===== config.mk =====
export PLATFORM = sky130hd
export DESIGN_NAME = ticket_dispense_controller_flat
export DESIGN_NICKNAME = d
export VERILOG_FILES = /design/src/rtl/ticket_dispense_if.sv /design/src/rtl/ticket_dispense_controller.sv /design/src/flat_wrapper.sv
export SDC_FILE = /design/constraint.sdc
export NUM_CORES = 1
export LEC_CHECK = 0
export BUFFER_PORTS_ARGS = -buffer_cell sky130_fd_sc_hd__buf_2
export CAP_MARGIN = 30
export CORE_ASPECT_RATIO = 0.6
export CORE_MARGIN = 2
export CORE_UTILIZATION = 58
export CTS_CLUSTER_DIAMETER = 30
export DETAILED_ROUTE_END_ITERATION = 10
export PLACE_DENSITY = 0.84
export SLEW_MARGIN = 30
export SYNTH_ARGS = -nofsm -noshare
export SYNTH_HDL_FRONTEND = slang
export SYNTH_SLANG_ARGS = --single-unit

===== constraint.sdc =====
create_clock -name clk -period 7.35 [get_ports clk]
set_input_delay 0.3675 -clock clk [delete_from_list [all_inputs] [get_ports clk]]
set_output_delay 0.3675 -clock clk [all_outputs]
set_load 0.02 [all_outputs]

===== src/rtl/ticket_dispense_if.sv =====
// ticket_dispense_if: sale handshake between the fare datapath, the
// ticket dispense controller and the printer / coin hopper.
// The master side is the controller. The slave side is the environment:
// the fare datapath plus both dispensers.
interface ticket_dispense_if #(
   parameter int CHANGE_W = 7
) ();
   logic                start;
   logic [2:0]          ticket_count;
   logic [CHANGE_W-1:0] change_amt;
   logic                tkt_req;
   logic                tkt_ack;
   logic                coin_req;
   logic [1:0]          coin_sel;
   logic                coin_ack;
   logic                busy;
   logic                done;
   logic                error;
   logic [2:0]          tickets_issued;
   logic [CHANGE_W-1:0] change_left;

   modport master (
      input  start, ticket_count, change_amt, tkt_ack, coin_ack,
      output tkt_req, coin_req, coin_sel, busy, done, error,
             tickets_issued, change_left
   );

   modport slave (
      output start, ticket_count, change_amt, tkt_ack, coin_ack,
      input  tkt_req, coin_req, coin_sel, busy, done, error,
             tickets_issued, change_left
   );
endinterface


===== src/rtl/ticket_dispense_controller.sv =====
// ticket_dispense_controller: after a completed purchase, issues the tickets
// one at a time, then pays the change greedily in $50/$10/$5 coins.
// Optional feature macro HOPPER_TIMEOUT_EN adds an 8-bit stall watchdog.
// When the macro is not defined, the block waits for each ack indefinitely.
module ticket_dispense_controller #(
   parameter int MAX_TICKETS = 5,
   parameter int CHANGE_W    = 7
) (
   input  logic              clk,
   input  logic              reset,
   ticket_dispense_if.master bus
);
   typedef enum logic [2:0] {
      IDLE = 3'd0,
      TKT  = 3'd1,
      COIN = 3'd2,
      DONE = 3'd3,
      ERR  = 3'd4
   } state_t;

   localparam logic [2:0]          MAX_T  = 3'(MAX_TICKETS);
   localparam logic [CHANGE_W-1:0] ZERO_C = {CHANGE_W{1'b0}};
   localparam logic [CHANGE_W-1:0] FIVE_C = CHANGE_W'(5);

   // Greedy denomination choice for the amount still owed.
   function automatic logic [1:0] greedy_sel(input logic [CHANGE_W-1:0] amt);
      if (amt >= CHANGE_W'(50)) begin
         greedy_sel = 2'b11;
      end else if (amt >= CHANGE_W'(10)) begin
         greedy_sel = 2'b10;
      end else begin
         greedy_sel = 2'b01;
      end
   endfunction

   // Dollar value of a coin code.
   function automatic logic [CHANGE_W-1:0] coin_value(input logic [1:0] sel);
      case (sel)
         2'b11:   coin_value = CHANGE_W'(50);
         2'b10:   coin_value = CHANGE_W'(10);
         2'b01:   coin_value = CHANGE_W'(5);
         default: coin_value = ZERO_C;
      endcase
   endfunction

   state_t              state_r, state_nx_s;
   logic [2:0]          cnt_r, cnt_nx_s;
   logic [2:0]          issued_r, issued_nx_s, issued_inc_s;
   logic [CHANGE_W-1:0] change_r, change_nx_s, change_sub_s;
   logic                tkt_req_r, coin_req_r, busy_r, done_r, error_r;
   logic                error_nx_s;
   logic [1:0]          coin_sel_s;
   logic                legal_s;
`ifdef HOPPER_TIMEOUT_EN
   logic [7:0]          wd_r, wd_nx_s;
   logic                stall_s;
`endif

   assign legal_s = (bus.ticket_count != 3'd0) && (bus.ticket_count <= MAX_T) &&
                    ((bus.change_amt % FIVE_C) == ZERO_C);

   // Coin code follows the registered remainder; zero whenever no coin is requested.
   always_comb begin
      coin_sel_s = 2'b00;
      if (state_r == COIN) begin
         coin_sel_s = greedy_sel(change_r);
      end else begin
         coin_sel_s = 2'b00;
      end
   end

   // Next-state and next-register values for the sale sequencer.
   always_comb begin
      state_nx_s   = state_r;
      cnt_nx_s     = cnt_r;
      issued_nx_s  = issued_r;
      change_nx_s  = change_r;
      error_nx_s   = error_r;
      issued_inc_s = issued_r + 3'd1;
      change_sub_s = change_r - coin_value(coin_sel_s);
`ifdef HOPPER_TIMEOUT_EN
      wd_nx_s      = 8'd0;
      stall_s      = ((state_r == TKT) && !bus.tkt_ack) ||
                     ((state_r == COIN) && !bus.coin_ack);
`endif
      case (state_r)
         IDLE: begin
            if (bus.start) begin
               if (legal_s) begin
                  cnt_nx_s    = bus.ticket_count;
                  issued_nx_s = 3'd0;
                  change_nx_s = bus.change_amt;
                  error_nx_s  = 1'b0;
                  state_nx_s  = TKT;
               end else begin
                  state_nx_s  = ERR;
               end
            end else begin
               state_nx_s = IDLE;
            end
         end
         TKT: begin
            if (bus.tkt_ack) begin
               issued_nx_s = issued_inc_s;
               if (issued_inc_s == cnt_r) begin
                  // Go straight to the hopper so coin_req follows with no bubble.
                  if (change_r != ZERO_C) begin
                     state_nx_s = COIN;
                  end else begin
                     state_nx_s = DONE;
                  end
               end else begin
                  state_nx_s = TKT;
               end
            end else begin
               state_nx_s = TKT;
            end
         end
         COIN: begin
            if (bus.coin_ack) begin
               change_nx_s = change_sub_s;
               if (change_sub_s == ZERO_C) begin
                  state_nx_s = DONE;
               end else begin
                  state_nx_s = COIN;
               end
            end else begin
               state_nx_s = COIN;
            end
         end
         DONE: begin
            state_nx_s = IDLE;
         end
         ERR: begin
            error_nx_s = 1'b1;
            state_nx_s = IDLE;
         end
         default: begin
            state_nx_s = IDLE;
         end
      endcase
`ifdef HOPPER_TIMEOUT_EN
      // A stuck dispenser aborts the sale but keeps the counters for service readout.
      if (stall_s) begin
         if (wd_r == 8'd254) begin
            state_nx_s = IDLE;
            error_nx_s = 1'b1;
            wd_nx_s    = 8'd255;
         end else begin
            wd_nx_s    = wd_r + 8'd1;
         end
      end else begin
         wd_nx_s = 8'd0;
      end
`endif
   end

   // State and registered outputs; the outputs follow the next state directly.
   always_ff @(posedge clk) begin
      if (!reset) begin
         state_r    <= IDLE;
         cnt_r      <= 3'd0;
         issued_r   <= 3'd0;
         change_r   <= ZERO_C;
         tkt_req_r  <= 1'b0;
         coin_req_r <= 1'b0;
         busy_r     <= 1'b0;
         done_r     <= 1'b0;
         error_r    <= 1'b0;
`ifdef HOPPER_TIMEOUT_EN
         wd_r       <= 8'd0;
`endif
      end else begin
         state_r    <= state_nx_s;
         cnt_r      <= cnt_nx_s;
         issued_r   <= issued_nx_s;
         change_r   <= change_nx_s;
         tkt_req_r  <= (state_nx_s == TKT);
         coin_req_r <= (state_nx_s == COIN);
         busy_r     <= (state_nx_s == TKT) || (state_nx_s == COIN);
         done_r     <= (state_nx_s == DONE);
         error_r    <= error_nx_s;
`ifdef HOPPER_TIMEOUT_EN
         wd_r       <= wd_nx_s;
`endif
      end
   end

   assign bus.tkt_req        = tkt_req_r;
   assign bus.coin_req       = coin_req_r;
   assign bus.coin_sel       = coin_sel_s;
   assign bus.busy           = busy_r;
   assign bus.done           = done_r;
   assign bus.error          = error_r;
   assign bus.tickets_issued = issued_r;
   assign bus.change_left    = change_r;
endmodule


===== src/flat_wrapper.sv =====
// flat-port wrapper written by rule: the top's interface ports become plain ports
module ticket_dispense_controller_flat 
#(
   parameter int MAX_TICKETS = 5,
   parameter int CHANGE_W    = 7
)
  (clk, reset, bus_start, bus_ticket_count, bus_change_amt, bus_tkt_ack, bus_coin_ack, bus_tkt_req, bus_coin_req, bus_coin_sel, bus_busy, bus_done, bus_error, bus_tickets_issued, bus_change_left);
  ticket_dispense_if #(.CHANGE_W(CHANGE_W)) bus_i ();
  input  logic clk;
  input  logic reset;
  input wire logic [$bits(bus_i.start)-1:0] bus_start;
  input wire logic [$bits(bus_i.ticket_count)-1:0] bus_ticket_count;
  input wire logic [$bits(bus_i.change_amt)-1:0] bus_change_amt;
  input wire logic [$bits(bus_i.tkt_ack)-1:0] bus_tkt_ack;
  input wire logic [$bits(bus_i.coin_ack)-1:0] bus_coin_ack;
  output wire logic [$bits(bus_i.tkt_req)-1:0] bus_tkt_req;
  output wire logic [$bits(bus_i.coin_req)-1:0] bus_coin_req;
  output wire logic [$bits(bus_i.coin_sel)-1:0] bus_coin_sel;
  output wire logic [$bits(bus_i.busy)-1:0] bus_busy;
  output wire logic [$bits(bus_i.done)-1:0] bus_done;
  output wire logic [$bits(bus_i.error)-1:0] bus_error;
  output wire logic [$bits(bus_i.tickets_issued)-1:0] bus_tickets_issued;
  output wire logic [$bits(bus_i.change_left)-1:0] bus_change_left;
  assign bus_i.start = bus_start;
  assign bus_i.ticket_count = bus_ticket_count;
  assign bus_i.change_amt = bus_change_amt;
  assign bus_i.tkt_ack = bus_tkt_ack;
  assign bus_i.coin_ack = bus_coin_ack;
  assign bus_tkt_req = bus_i.tkt_req;
  assign bus_coin_req = bus_i.coin_req;
  assign bus_coin_sel = bus_i.coin_sel;
  assign bus_busy = bus_i.busy;
  assign bus_done = bus_i.done;
  assign bus_error = bus_i.error;
  assign bus_tickets_issued = bus_i.tickets_issued;
  assign bus_change_left = bus_i.change_left;
  ticket_dispense_controller #(.MAX_TICKETS(MAX_TICKETS), .CHANGE_W(CHANGE_W)) u_core (.clk(clk), .reset(reset), .bus(bus_i));
endmodule

# ---- After elaboration in Yosys (flattened, before gate mapping)
# Cells that the tools add are included.
dict set report totals {
  register_bits 21
  latch_bits 0
  ram_bits 0
  mem_bits_ro 0
  output_inout_bits 17
  n_memories 0
}
dict set report classes {
  add_sub_neg 2
  n_mul 0
  div_mod_pow 1
  magnitude_cmp 3
  n_eq_ne 14
  shifts 0
  muxes 23
  n_bitwise 0
  n_reduce_logical 15
}
# operator count
set ops {}
lappend ops {{7-bit 2-to-1 mux} 3}
lappend ops {{6-bit case mux with 3 select lines} 1}
lappend ops {{3-bit 2-to-1 mux} 5}
lappend ops {{7-bit zero test} 2}
lappend ops {{7-bit case mux with 2 select lines} 1}
lappend ops {{2-bit 2-to-1 mux} 5}
lappend ops {{3-bit by 2-bit equality test with 1-bit output, second input constant} 3}
lappend ops {{3-bit case mux with 3 select lines} 1}
lappend ops {{4-bit AND reduction} 2}
lappend ops {{7-bit by 4-bit >= comparator with 1-bit output, second input constant} 1}
lappend ops {{7-bit by 6-bit >= comparator with 1-bit output, second input constant} 1}
lappend ops {{7-bit by 3-bit remainder unit with 7-bit output, second input constant} 1}
lappend ops {{7-bit nonzero test} 1}
lappend ops {{7-bit by 6-bit subtractor with 7-bit output} 1}
lappend ops {{3-bit by 1-bit equality test with 1-bit output, second input constant} 2}
lappend ops {{2-bit != test, second input constant} 3}
lappend ops {{3-bit case mux with 2 select lines} 1}
lappend ops {{3-bit AND reduction} 2}
lappend ops {{2-bit nonzero test} 3}
lappend ops {{1-bit 2-to-1 mux} 5}
lappend ops {{2-bit equality test, second input constant} 2}
lappend ops {{3-bit by 1-bit adder with 3-bit output, second input constant} 1}
lappend ops {{3-bit equality test} 1}
lappend ops {{3-bit equality test, second input constant} 1}
lappend ops {{other kinds (8)} 9}

# ---- Longest topological paths before layout
dict set report logic_depth {
  depth_word 13
  ltp_mapped 15
}

# ---- Worst setup path after synthesis
# OpenSTA, ideal clock, no wires.
dict set report synth_timing {
  path_type {flip-flop to flip-flop}
  startpoint {reg u_core.state_r[0]}
  endpoint {reg u_core.busy_r, in the netlist u_core.bus.busy}
  setup_time_ns 0.072
  arrival_ns 3.494
  t_required_ns 7.278
  path_slack_ns 3.785
  stages_incl_launch_ff 13
  path_buffers 1
  path_cell_list {dfxtp_1 > nand2b_1 > or2_2 > clkbuf_1 > nor2_1 > inv_1 > fa_1 > a211oi_1 > nor2_1 > xor2_1 > or4_1 > o31ai_1 > mux2i_1}
}
dict set report synth_between {
  elab_chain_cells 11
}
# item line
set synth_lines {}
lappend synth_lines {{start: declaration} ticket_dispense_controller.sv:46} ;# state_t state_r, state_nx_s;
lappend synth_lines {{start signal: assignment} ticket_dispense_controller.sv:174} ;# state_r <= state_nx_s;
lappend synth_lines {{3-bit by 2-bit equality test with 1-bit output *} ticket_dispense_controller.sv:65} ;# if (state_r == COIN) begin
lappend synth_lines {{2-bit 2-to-1 mux *} ticket_dispense_controller.sv:65}
lappend synth_lines {{named net bus_coin_sel[1]} flat_wrapper.sv:18} ;# output wire logic [$bits(bus_i.coin_sel)-1:0] bus_coin_sel;
lappend synth_lines {{2-bit by 1-bit equality test with 1-bit output / 2-bit equality test (equally long branches)} ticket_dispense_controller.sv:38} ;# case (sel)
lappend synth_lines {{6-bit case mux with 3 select lines *} ticket_dispense_controller.sv:38}
lappend synth_lines {{7-bit by 6-bit subtractor with 7-bit output *} ticket_dispense_controller.sv:80} ;# change_sub_s = change_r - coin_value(coin_sel_s);
lappend synth_lines {{7-bit zero test *} ticket_dispense_controller.sv:122} ;# if (change_sub_s == ZERO_C) begin
lappend synth_lines {{1-bit 2-to-1 mux *} ticket_dispense_controller.sv:122}
lappend synth_lines {{1-bit 2-to-1 mux *} ticket_dispense_controller.sv:120} ;# if (bus.coin_ack) begin
lappend synth_lines {{3-bit case mux with 3 select lines *} ticket_dispense_controller.sv:86} ;# case (state_r)
lappend synth_lines {{3-bit by 1-bit equality test with 1-bit output / 3-bit by 2-bit equality test with 1-bit output (equally long branches)} ticket_dispense_controller.sv:180} ;# busy_r <= (state_nx_s == TKT) || (state_nx_s == COIN);
lappend synth_lines {{1-bit logical OR *} ticket_dispense_controller.sv:180}
lappend synth_lines {{end signal: assignment} ticket_dispense_controller.sv:180}
lappend synth_lines {{end: declaration} ticket_dispense_controller.sv:50} ;# logic tkt_req_r, coin_req_r, busy_r, done_r, error_r;
# The timed path passes the listed nets; every way through them passes the cells marked *.
# A chain may end at the register's enable or synchronous reset.

# ---- Worst setup path after layout
dict set report layout_timing {
  startpoint {reg u_core.state_r[1]}
  endpoint {reg u_core.busy_r, in the netlist u_core.bus.busy}
}
dict set report layout_between {
  elab_chain_cells 11
}
# item line
set layout_lines {}
lappend layout_lines {{3-bit by 2-bit equality test with 1-bit output} {ticket_dispense_controller.sv:65, ticket_dispense_controller.sv:86}}
lappend layout_lines {{2-bit 2-to-1 mux} ticket_dispense_controller.sv:65}
lappend layout_lines {{2-bit by 1-bit equality test with 1-bit output / 2-bit equality test (equally long branches)} ticket_dispense_controller.sv:38}
lappend layout_lines {{6-bit case mux with 3 select lines} ticket_dispense_controller.sv:38}
lappend layout_lines {{7-bit by 6-bit subtractor with 7-bit output} ticket_dispense_controller.sv:80}
lappend layout_lines {{7-bit zero test} ticket_dispense_controller.sv:122}
lappend layout_lines {{1-bit 2-to-1 mux} ticket_dispense_controller.sv:122}
lappend layout_lines {{1-bit 2-to-1 mux} ticket_dispense_controller.sv:120}
lappend layout_lines {{3-bit case mux with 3 select lines *} ticket_dispense_controller.sv:86}
lappend layout_lines {{3-bit by 1-bit equality test with 1-bit output / 3-bit by 2-bit equality test with 1-bit output (equally long branches)} ticket_dispense_controller.sv:180}
lappend layout_lines {{1-bit logical OR *} ticket_dispense_controller.sv:180}
# Mark *: on every way between the ends. The rest lies on a longest branch, timed or not.

==> flow_summary.ini <==
[worst_setup_path]
startpoint_type = register
critPathMaxStageDelay_ps = 600
crit_chain = nand2b_1 -> nor2_1 -> nand2_1 -> inv_1 -> ha_1 -> inv_1 -> fa_1 -> a211oi_1 -> nor2_1 -> xor2_1 -> or4_1 -> o31ai_1 -> mux2i_1
worst_path_max_delay_cell = nor2_1
r2r_start = u_core.state_r[1]$_SDFF_PN0_
critical_path_required_ps = 7550
crit_type = register to register
worstPathMaxFanout = 11
cp-end-kind = register
worstPathArrival_ps = 4160
worstSetupStartpoint = u_core.state_r[1]$_SDFF_PN0_

[route]
drc = 0
ant_nets = 0
num_vias = 1492
drt-initial-drc-count = 100
firstDrtPassIters = 4
avgRoutedWirePerCell_um = 15.3
avgViaCountPerCell = 6.02
wl_um = 3800

[cts]
cts-buffers-inserted = 3
h-tree-depth = 1
cts.sinks = 21
hold_buffers = 0
cts_resized = 0
path_clk_slew_ps = 80
cts_setup_buffers = 0
clock_path_buffers = 2
cts_tree = yes
clk_latency_ps = 260
root_buffer = clkbuf_8

[finish]
seqCellArea_um2 = 420
nNetsFinal = 240
synthToLayoutAreaGrowth_pct = 13.1
fill_cells = 215
final_cells = 248
finalInstanceArea_mm2 = 0.00169
multi_input_area_um2 = 998
drive_gt1_share_pct = 19.4
antenna_cells = 0

[synth]
ys.flop_type = dfxtp_1
ys_ff_latch = 21
synth.avg_cell_area_um2 = 7.96
ys_warn_count = 0
ys_types = 44
synth_edf_count = 0
async_flop_share_pct = 0
syn_inst = 188
yosysSeqAreaShare_pct = 28.1
synth.net_count = 211
syn-cell-area_mm2 = 0.00150

[die]
die_y_um = 43.3
initial_core_util_pct = 60.6
fp.dieW_um = 69.6
rows = 14
pin_count = 32
core_mm2 = 0.00247
die-area_mm2 = 0.00302

[placed_design]
dp.cells = 244
pre_cts_ws_ps = 3520
gp_congestion = 0.912
place_area_mm2 = 0.00165
dpl.hpwl_um = 2870
port_buffers = 31

[sta]
fin_worst_skew_ps = 2.37
fin_crit_ps = 3970
post-route-period-util_pct = 53.9
setup_tns_ps = 0
final.setup.worst_slack_ps = 3380
maxSlewViolCount = 0
rsz0062_at_grt = false
setup_violations = 0
slew_headroom_pct = 48.6
clock.fmax_mhz = 252
tightest_slew_ps = 769
hold_violations = 0

[pwr]
switching_share_pct = 32.0
total_power_mw = 0.271
powerDensity_mw_per_mm2 = 160
ir_drop_v = 0.0000986
combPwrFrac_pct = 25.2
seqPwrFrac_pct = 46.0
clock_power_share_pct = 28.8
intPower_mw = 0.184
power_switching_mw = 0.0867
p_leak_nw = 0.721

[worst_hold_path]
min-delay-start = bus_ticket_count[0]
holdCritPathClass = primary input to register

[global_routing]
antenna_found_initial = 0
grt_pass1_vias = 1370
grt_pass1_wl_um = 6420
track_usage_pct = 26.8
grt_max_degree = 16
gr-total-overflow = 0

[run_status]
status = completed

[flow_run]
maxCapViolations = 0
-- placed cells by master, fill, tap and decap left out, drive strengths merged, types with 2 or more instances in the layout --
master / Yosys / final
nand3b: 4 / 4
nor3: 2 / 2
nor2b: 7 / 7
xor2: 4 / 4
a211oi: 6 / 6
buf: 4 / 31
a21o: 5 / 5
nand2: 23 / 23
nand3: 10 / 10
clkbuf: 3 / 4
a21oi: 15 / 15
nand2b: 5 / 5
o21ai: 4 / 4
a211o: 2 / 2
xnor2: 5 / 5
dfxtp: 21 / 21
ha: 7 / 7
inv: 9 / 9
o211ai: 3 / 3
a31oi: 2 / 2
o31ai: 2 / 2
mux2i: 2 / 2
or2: 2 / 2
nor3b: 3 / 3
a22oi: 4 / 4
nor2: 20 / 20
-- power by group through the flow --
stage / sequential, mW / clock (mW) / combinational [mW]
final: 0.125 / 0.0781 / 0.0683
after global routing: 0.126 / 0.0832 / 0.0754
after CTS: 0.125 / 0.0782 / 0.0672
after detailed placement: 0.127 / 0 / 0.0662
after global placement: 0.127 / 0 / 0.0635
after floorplan: 0.131 / 0 / 0.0449
-- metrics by stage --
stage	util, %	hold WS (ps)
floorplan	-	448
global placement	66.7	462
detailed placement	66.7	470
CTS	68.5	370
global route	68.5	380
finish	68.5	364
-- cell type report --
class,count,area share [%]
tap,32,2.37
multi-input combinational,151,59.0
clock buffer,4,2.66
sequential,21,24.8
inverter,9,2.00
timing repair buffer,31,9.16
-- logic make-up after synthesis --
family	Yosys count	synth area share, %
AND/OR/NAND/NOR	84	29.3
AO/OA/AOI/OAI	48	23.7
flip-flops	21	28.1
buffers and inverters	16	5.18
XOR/XNOR	9	5.27
adder cells (fa/ha/maj)	8	7.19
multiplexers	2	1.34
-- path summary, 6_finish.rpt --
check,end,slack (ps),depth (start not counted)
hold / removal,u_core.cnt_r[0]$_SDFFE_PN0P_,360,3
setup reg to reg,u_core.bus.busy$_SDFF_PN0_,3380,13
hold reg to reg,u_core.cnt_r[1]$_SDFFE_PN0P_,480,2
setup / recovery,u_core.bus.busy$_SDFF_PN0_,3380,13
-- sequential cells by signal (all words and copies together), names as in the netlist --
signal	count
u_core.cnt_r	3
u_core.bus.tkt_req	1
u_core.bus.busy	1
u_core.state_r	3
u_core.bus.coin_req	1
u_core.bus.tickets_issued	3
u_core.bus.error	1
u_core.bus.change_left	7
u_core.bus.done	1
-- critical path, delay by kind of cell (launching register included) --
kind                       cells  cell delay [ps]
and+or+nand+nor                5             1560
AOI/OAI and AO/OA              2              800
adders and majority gates      2              550
DFF                            1              440
muxes                          1              230
xor gates and xnor gates       1              170
buffers and inverters          2              150
-- synth_stat cells, drive strengths merged, types with 3 or more instances --
master / number / area share, %
buf: 4 / 2.2
xnor2: 5 / 2.9
a21o: 5 / 2.5
o21ai: 4 / 1.3
dfxtp: 21 / 28
nor2b: 7 / 2.9
a22oi: 4 / 2.3
a211oi: 6 / 3.8
clkbuf: 3 / 0.75
inv: 9 / 2.3
nand2b: 5 / 2.1
xor2: 4 / 2.3
nor3b: 3 / 1.5
o211ai: 3 / 1.5
nand3b: 4 / 2.0
nand2: 23 / 5.8
ha: 7 / 5.9
nor2: 20 / 5.0
nand3: 10 / 3.3
a21oi: 15 / 5.5
-- metal layers --
layer	share of wire (%)	vias to the layer above	global-route usage [%]
met5	0	-	0
met4	0.50	0	4.71
met3	7.0	2	6.28
met2	45	53	42.7
met1	48	705	38.2
li1	-	732	-
No activity file was read; power rests on OpenSTA's default activity.
